<file path="config.mk">
export PLATFORM = sky130hd
export DESIGN_NAME = debounce_bank
export DESIGN_NICKNAME = d
export VERILOG_FILES = /design/src/rtl/debounce_bank.sv
export SDC_FILE = /design/constraint.sdc
export NUM_CORES = 1
export LEC_CHECK = 0
export CAP_MARGIN = 20
export CORE_MARGIN = 2
export CORE_UTILIZATION = 67
export DETAILED_ROUTE_END_ITERATION = 10
export PLACE_DENSITY = 0.93
export SETUP_SLACK_MARGIN = 0.15
export SYNTH_ARGS = -nofsm -noshare
export SYNTH_HDL_FRONTEND = slang
export SYNTH_SLANG_ARGS = --single-unit
</file>
<file path="constraint.sdc">
create_clock -name clk_in -period 8.56 [get_ports clk_in]
set_clock_uncertainty 0.15 [all_clocks]
set_input_delay 0.856 -clock clk_in [delete_from_list [all_inputs] [get_ports clk_in]]
set_output_delay 0.856 -clock clk_in [all_outputs]
set_load 0.05 [all_outputs]
</file>
<file path="src/rtl/debounce_bank.sv">
// +--------------------------------------------------------------------------+
// | debounce_bank: multi-channel input debouncer with edge and auto-repeat   |
// | strobes.                                       Revision: 1.0             |
// +--------------------------------------------------------------------------+
`default_nettype none

module debounce_bank #(
  parameter int CHANNELS      = 4,
  parameter int DB_COUNT      = 1_000_000,
  parameter int REPEAT_EN     = 1,
  parameter int REPEAT_DELAY  = 32_500_000,
  parameter int REPEAT_PERIOD = 6_500_000
) (
  input  logic                clk_in,
  input  logic                rst_in,
  input  logic [CHANNELS-1:0] noisy_in,
  output logic [CHANNELS-1:0] clean_out,
  output logic [CHANNELS-1:0] rise_out,
  output logic [CHANNELS-1:0] fall_out,
  output logic [CHANNELS-1:0] repeat_out
);

  localparam int            CW      = (DB_COUNT > 1) ? $clog2(DB_COUNT) : 1;
  localparam logic [CW-1:0] CNT_MAX = CW'(DB_COUNT - 1);

  localparam int RMAX = (REPEAT_DELAY > REPEAT_PERIOD) ? REPEAT_DELAY : REPEAT_PERIOD;
  localparam int RW   = (RMAX > 1) ? $clog2(RMAX) : 1;
  localparam logic [RW-1:0] DELAY_MAX  = RW'(REPEAT_DELAY - 1);
  localparam logic [RW-1:0] PERIOD_MAX = RW'(REPEAT_PERIOD - 1);

  typedef enum logic [1:0] {
    RS_IDLE   = 2'd0,
    RS_DELAY  = 2'd1,
    RS_PERIOD = 2'd2
  } rep_state_t;

  logic [CHANNELS-1:0] s1;
  logic [CHANNELS-1:0] s2;
  logic [CHANNELS-1:0] rise_evt;
  logic [CHANNELS-1:0] fall_evt;

  always_ff @(posedge clk_in) begin
    if (rst_in) begin
      s1 <= '0;
      s2 <= '0;
    end else begin
      s1 <= noisy_in;
      s2 <= s1;
    end
  end

  for (genvar i = 0; i < CHANNELS; i++) begin : g_chan
    logic          cand;
    logic [CW-1:0] cnt;
    logic          clean_q;
    logic          rise_q;
    logic          fall_q;
    logic          sat;

    // Saturated and stable: the candidate is now the debounced level.
    assign sat         = (s2[i] == cand) && (cnt == CNT_MAX);
    assign rise_evt[i] = sat && cand && !clean_q;
    assign fall_evt[i] = sat && !cand && clean_q;

    always_ff @(posedge clk_in) begin
      if (rst_in) begin
        cand    <= 1'b0;
        cnt     <= '0;
        clean_q <= 1'b0;
        rise_q  <= 1'b0;
        fall_q  <= 1'b0;
      end else begin
        rise_q <= rise_evt[i];
        fall_q <= fall_evt[i];
        if (s2[i] != cand) begin
          cand <= s2[i];
          cnt  <= '0;
        end else if (cnt == CNT_MAX) begin
          clean_q <= cand;
        end else begin
          cnt <= cnt + 1'b1;
        end
      end
    end

    assign clean_out[i] = clean_q;
    assign rise_out[i]  = rise_q;
    assign fall_out[i]  = fall_q;
  end

  if (REPEAT_EN != 0) begin : g_repeat
    for (genvar i = 0; i < CHANNELS; i++) begin : g_rep_chan
      rep_state_t    st;
      rep_state_t    st_n;
      logic [RW-1:0] rcnt;
      logic [RW-1:0] rcnt_n;
      logic          rep_q;
      logic          rep_n;

      always_ff @(posedge clk_in) begin
        if (rst_in) begin
          st    <= RS_IDLE;
          rcnt  <= '0;
          rep_q <= 1'b0;
        end else begin
          st    <= st_n;
          rcnt  <= rcnt_n;
          rep_q <= rep_n;
        end
      end

      // A release wins over a terminal count landing in the same cycle.
      always_comb begin
        st_n   = st;
        rcnt_n = rcnt;
        rep_n  = 1'b0;
        if (fall_evt[i]) begin
          st_n   = RS_IDLE;
          rcnt_n = '0;
        end else begin
          case (st)
            RS_IDLE: begin
              if (rise_evt[i]) begin
                rep_n  = 1'b1;
                rcnt_n = '0;
                st_n   = RS_DELAY;
              end
            end
            RS_DELAY: begin
              if (rcnt == DELAY_MAX) begin
                rep_n  = 1'b1;
                rcnt_n = '0;
                st_n   = RS_PERIOD;
              end else begin
                rcnt_n = rcnt + 1'b1;
              end
            end
            RS_PERIOD: begin
              if (rcnt == PERIOD_MAX) begin
                rep_n  = 1'b1;
                rcnt_n = '0;
              end else begin
                rcnt_n = rcnt + 1'b1;
              end
            end
            default: begin
              st_n   = RS_IDLE;
              rcnt_n = '0;
            end
          endcase
        end
      end

      assign repeat_out[i] = rep_q;
    end
  end else begin : g_no_repeat
    assign repeat_out = '0;
  end

endmodule

`default_nettype wire
</file>
==> impl_results.html <==
<table>
<tr><th>Metric</th><th>Value</th></tr>
<tr><th colspan="2">Timing</th></tr>
<tr><td>Minimum period implied by the final worst setup slack</td><td>3.41 ns</td></tr>
<tr><td>Worst-case headroom to the max-slew limit</td><td>30.8%</td></tr>
<tr><td>RSZ-0062 raised after global routing</td><td>false</td></tr>
<tr><td>Setup total negative slack</td><td>0 ns</td></tr>
<tr><td>Final Worst Setup Slack</td><td>5.15 ns</td></tr>
<tr><td>Ratio of final minimum period to clock period</td><td>39.8%</td></tr>
<tr><td>Final setup vio count</td><td>0</td></tr>
<tr><td>Number of hold violations in the final report</td><td>0</td></tr>
<tr><td>Max Transition Viols Final</td><td>0</td></tr>
<tr><td>Transition time at the pin with the least slew margin</td><td>1.02 ns</td></tr>
<tr><td>Upper clock frequency limit</td><td>294 MHz</td></tr>
<tr><td>Min Hold Slack</td><td>0.287 ns</td></tr>
<tr><th colspan="2">Finish</th></tr>
<tr><td>Commonest non-fill, non-tap cell in the layout</td><td>dfxtp_1</td></tr>
<tr><td>Syn-to-layout area delta</td><td>8.80%</td></tr>
<tr><td>Highest-count cells in the layout ignoring fill and taps</td><td>216 x dfxtp_1, 149 x nand2_1, 140 x nor2_1</td></tr>
<tr><td>Net count, final</td><td>1353</td></tr>
<tr><td>Largest Register</td><td>g_repeat.g_rep_chan.rcnt</td></tr>
<tr><td>Final non-filler cell total</td><td>1547</td></tr>
<tr><td>Number of antenna repair diodes</td><td>0</td></tr>
<tr><td>Flip-flop count of the largest register, all copies and words added</td><td>100</td></tr>
<tr><td>Share of post-route cells with drive strength above 1</td><td>4.51%</td></tr>
<tr><td>Count of fill cells added during filler insertion</td><td>1118</td></tr>
<tr><td>Registers with the most flip-flops</td><td>g_repeat.g_rep_chan.rcnt: 100 flops, g_chan.cnt: 80 flops, g_repeat.g_rep_chan.st: 8 flops</td></tr>
<tr><th colspan="2">Worst hold path</th></tr>
<tr><td>Worst hold start</td><td>s1[2]</td></tr>
<tr><td>Worst min-delay path category</td><td>register to register</td></tr>
<tr><td>Cell count of the worst hold path</td><td>1</td></tr>
<tr><th colspan="2">Synthesis</th></tr>
<tr><td>Async set or reset register ratio after synthesis</td><td>0%</td></tr>
<tr><td>Number of register bits inferred by synthesis</td><td>216</td></tr>
<tr><td>Synth Area in Simple Gates</td><td>34.1%</td></tr>
<tr><td>Share of synthesized cell area in full adder, half adder and majority cells</td><td>3.19%</td></tr>
<tr><td>Synth area leader</td><td>dfxtp_1</td></tr>
<tr><td>Post-synthesis sequential area ratio</td><td>39.3%</td></tr>
<tr><td>Area share of the leading cell type in the synthesized netlist</td><td>39.3%</td></tr>
<tr><td>Mean Syn Cell Area</td><td>8.28 um^2</td></tr>
<tr><td>Mux share of post-synthesis cell area</td><td>0.273%</td></tr>
<tr><td>Count of yosys warnings during synthesis</td><td>0</td></tr>
<tr><td>Area fraction in compound gates after synthesis</td><td>11.8%</td></tr>
<tr><td>Number of distinct library cells after synthesis</td><td>69</td></tr>
<tr><td>Combined area of all synthesized cells</td><td>11000 um^2</td></tr>
<tr><td>Nets in the synthesized netlist</td><td>1362</td></tr>
<tr><td>Area contributors post-synth</td><td>dfxtp_1 39%, nand3_1 5.6%, nand2_1 5.1%</td></tr>
<tr><td>EDFF count, synth</td><td>0</td></tr>
<tr><td>Combinational family with the most area after synthesis</td><td>simple AND/OR/NAND/NOR gates</td></tr>
<tr><td>Top_reg_cell synth</td><td>dfxtp_1</td></tr>
<tr><td>Synthesized instance count</td><td>1328</td></tr>
<tr><td>Post-synthesis share of cell area spent on xor and xnor gates</td><td>7.56%</td></tr>
<tr><th colspan="2">Power</th></tr>
<tr><td>Cell Pwr Density</td><td>172 nW/um^2</td></tr>
<tr><td>Maximum ir drop on the vdd rail</td><td>0.000217 V</td></tr>
<tr><td>Total design power</td><td>2.06 mW</td></tr>
<tr><td>Reported leakage power</td><td>4.00 nW</td></tr>
<tr><th colspan="2">Clock network</th></tr>
<tr><td>Clock sink count</td><td>216</td></tr>
<tr><td>Setup repair bufs after CTS</td><td>0</td></tr>
<tr><td>Buffer cell driving the clock tree root</td><td>clkbuf_16</td></tr>
<tr><td>Clk pin slew, worst setup/hold paths</td><td>0.06 ns</td></tr>
<tr><td>Clk_lat worst skew</td><td>0.50 ns</td></tr>
<tr><td>Maximum buffer depth of the clock tree</td><td>3</td></tr>
<tr><td>Number of buffers created by CTS</td><td>23</td></tr>
<tr><td># hold bufs at CTS</td><td>0</td></tr>
<tr><td>Deepest level of the CTS H-tree</td><td>1</td></tr>
<tr><td>Clock tree from TritonCTS</td><td>built</td></tr>
<tr><td>Cts repair resizes</td><td>0</td></tr>
<tr><th colspan="2">Detailed routing</th></tr>
<tr><td>Detailed router's first-iteration violation count</td><td>879</td></tr>
<tr><td>Remaining number of nets flagged by the antenna check after routing</td><td>0</td></tr>
<tr><td>Total via count in the routed design</td><td>10.0k</td></tr>
<tr><td>Final wirelength</td><td>25.3 mm</td></tr>
<tr><td>Average wire per standard cell</td><td>16.4 um</td></tr>
<tr><td>Per-cell via count in the routed design</td><td>6.46</td></tr>
<tr><td>Number of iterations in the first detailed-routing pass</td><td>5</td></tr>
<tr><td>DR DRC count</td><td>0</td></tr>
<tr><th colspan="2">Floorplan</th></tr>
<tr><td>Width of the chip</td><td>132 um</td></tr>
<tr><td>Total Die Area</td><td>17500 um^2</td></tr>
<tr><td>Placeable core area</td><td>15900 um^2</td></tr>
<tr><td>Starting utilization of the core area</td><td>69.0%</td></tr>
<tr><td>Top-level I/O count</td><td>22</td></tr>
<tr><td>Die Y-Extent</td><td>132 um</td></tr>
<tr><td>Number of rows created at floorplan</td><td>46</td></tr>
<tr><th colspan="2">Setup path</th></tr>
<tr><td>Critical Path Fanout Max</td><td>19</td></tr>
<tr><td>Crit Path Category</td><td>register to register</td></tr>
<tr><td>Endpoint arrival time on the critical path</td><td>3.68 ns</td></tr>
<tr><td>FF-to-FF path depth</td><td>6</td></tr>
<tr><td>Required time at the worst-slack endpoint</td><td>8.83 ns</td></tr>
<tr><td>Startpoint of the worst register-to-register path</td><td>g_chan[1].cnt[10]</td></tr>
<tr><td>Critical path capture point type</td><td>register</td></tr>
<tr><td>Setup crit start kind</td><td>register</td></tr>
<tr><td>Critical path origin</td><td>g_chan[1].cnt[10]</td></tr>
<tr><th colspan="2">GRT</th></tr>
<tr><td>First-pass GRT wire length</td><td>43.2 mm</td></tr>
<tr><td>Number of antenna violations at the first check in global routing</td><td>0</td></tr>
<tr><td>Pin count of the biggest net entering global routing</td><td>32</td></tr>
<tr><td>Via count of the first global-routing pass</td><td>9455</td></tr>
<tr><td>Remaining global-route overflow</td><td>0</td></tr>
<tr><td>Overall global routing resource usage</td><td>28.4%</td></tr>
<tr><th colspan="2">Place</th></tr>
<tr><td>Placed instance count</td><td>1508</td></tr>
<tr><td>Routability cong.</td><td>0.922</td></tr>
<tr><td>Place WS</td><td>5.15 ns</td></tr>
<tr><td>Buffers added on ports</td><td>21</td></tr>
<tr><td>HPWL reported at the end of detailed placement</td><td>16.8 mm</td></tr>
<tr><th colspan="2">Run status</th></tr>
<tr><td>Outcome</td><td>completed</td></tr>
<tr><th colspan="2">Flow run</th></tr>
<tr><td>Max capacitance violation total</td><td>0</td></tr>
</table>
==> report_power, final <==
part | switching, mW | internal [mW]
combinational | 0.0532 | 0.0220
sequential | 0.00798 | 1.01
clock | 0.380 | 0.580
==> stage by stage <==
| stage | instance area, um^2 | util [%] |
|---|---|---|
| 6_report | 12000 | 75.1 |
| 5_1_grt | 12000 | 75.1 |
| 4_1_cts | 11900 | 74.9 |
| 3_5_place_dp | 11200 | 70.4 |
| 3_3_place_gp | 11200 | 70.3 |
| 2_1_floorplan | 11000 | - |
==> worst max-delay path: stages, from the launching register on <==
cell      delay (ns)
dfxtp_1         0.37
or4_1           0.56
or4_4           0.55
o31a_1          0.48
a2111o_1        0.68
or3_1           0.46
o21ai_0         0.09
==> metal layers <==
metal,global-route usage [%],vias to the layer above,share of wire (%)
met3,3.58,59,6.6
met4,8.45,0,2.2
met1,37.6,4719,43
met2,48.8,404,49
li1,-,4818,-
met5,0,-,0
==> synth_stat cells (3+ instances only) <==
cell / number
dfxtp_1: 216
nand2_1: 149
nor2_1: 140
nand3_1: 123
xor2_1: 57
nand4_1: 55
nor3_1: 47
clkbuf_1: 44
and3_1: 41
xnor2_1: 38
a21oi_1: 37
or3_1: 30
inv_1: 29
ha_1: 28
nor4_1: 26
o31ai_1: 18
o21ai_0: 17
buf_4: 16
and4_1: 13
nor2b_1: 13
a31oi_1: 12
or4_1: 12
a211oi_1: 11
and2_1: 11
o311ai_0: 10
nand3b_1: 8
nor4bb_1: 8
nor3b_1: 7
nor4b_1: 7
o311ai_2: 7
a22oi_1: 6
o21ai_1: 6
o31a_1: 6
or4bb_1: 6
and4b_1: 5
o211ai_1: 5
a21o_1: 4
a31o_2: 4
a41oi_1: 4
nand4b_1: 4
o21a_1: 4
a2111o_1: 3
mux2i_1: 3
o31ai_2: 3
or2_2: 3
==> worst paths after layout <==
path	slack, ns	to
worst max-delay path	5.15	g_repeat.g_rep_chan[1].rcnt[23]
worst min register to register	0.29	s2[2]
worst max register to register	5.15	g_repeat.g_rep_chan[1].rcnt[23]
worst min-delay path	0.29	s2[2]
==> final cells by class <==
cell class                 count  area, um^2  area share, %
multi-input combinational   1019        6260           52.3
inverter                      30         113          0.941
timing repair buffer          29         278           2.32
tap                          216         270           2.26
sequential                   216        4320           36.1
clock buffer                  36         694           5.80
clock inverter                 1        30.0          0.251
==> cells by family (layout without fill, tap and decap cells) <==
group | Yosys count | count (layout)
adder cells (fa/ha/maj) | 28 | 28
XOR/XNOR | 95 | 95
multiplexers | 3 | 3
AO/OA/AOI/OAI | 175 | 175
buffers and inverters | 93 | 96
AND/OR/NAND/NOR | 718 | 718
flip-flops | 216 | 216
Note: power is estimated with default switching activity, not from simulation.
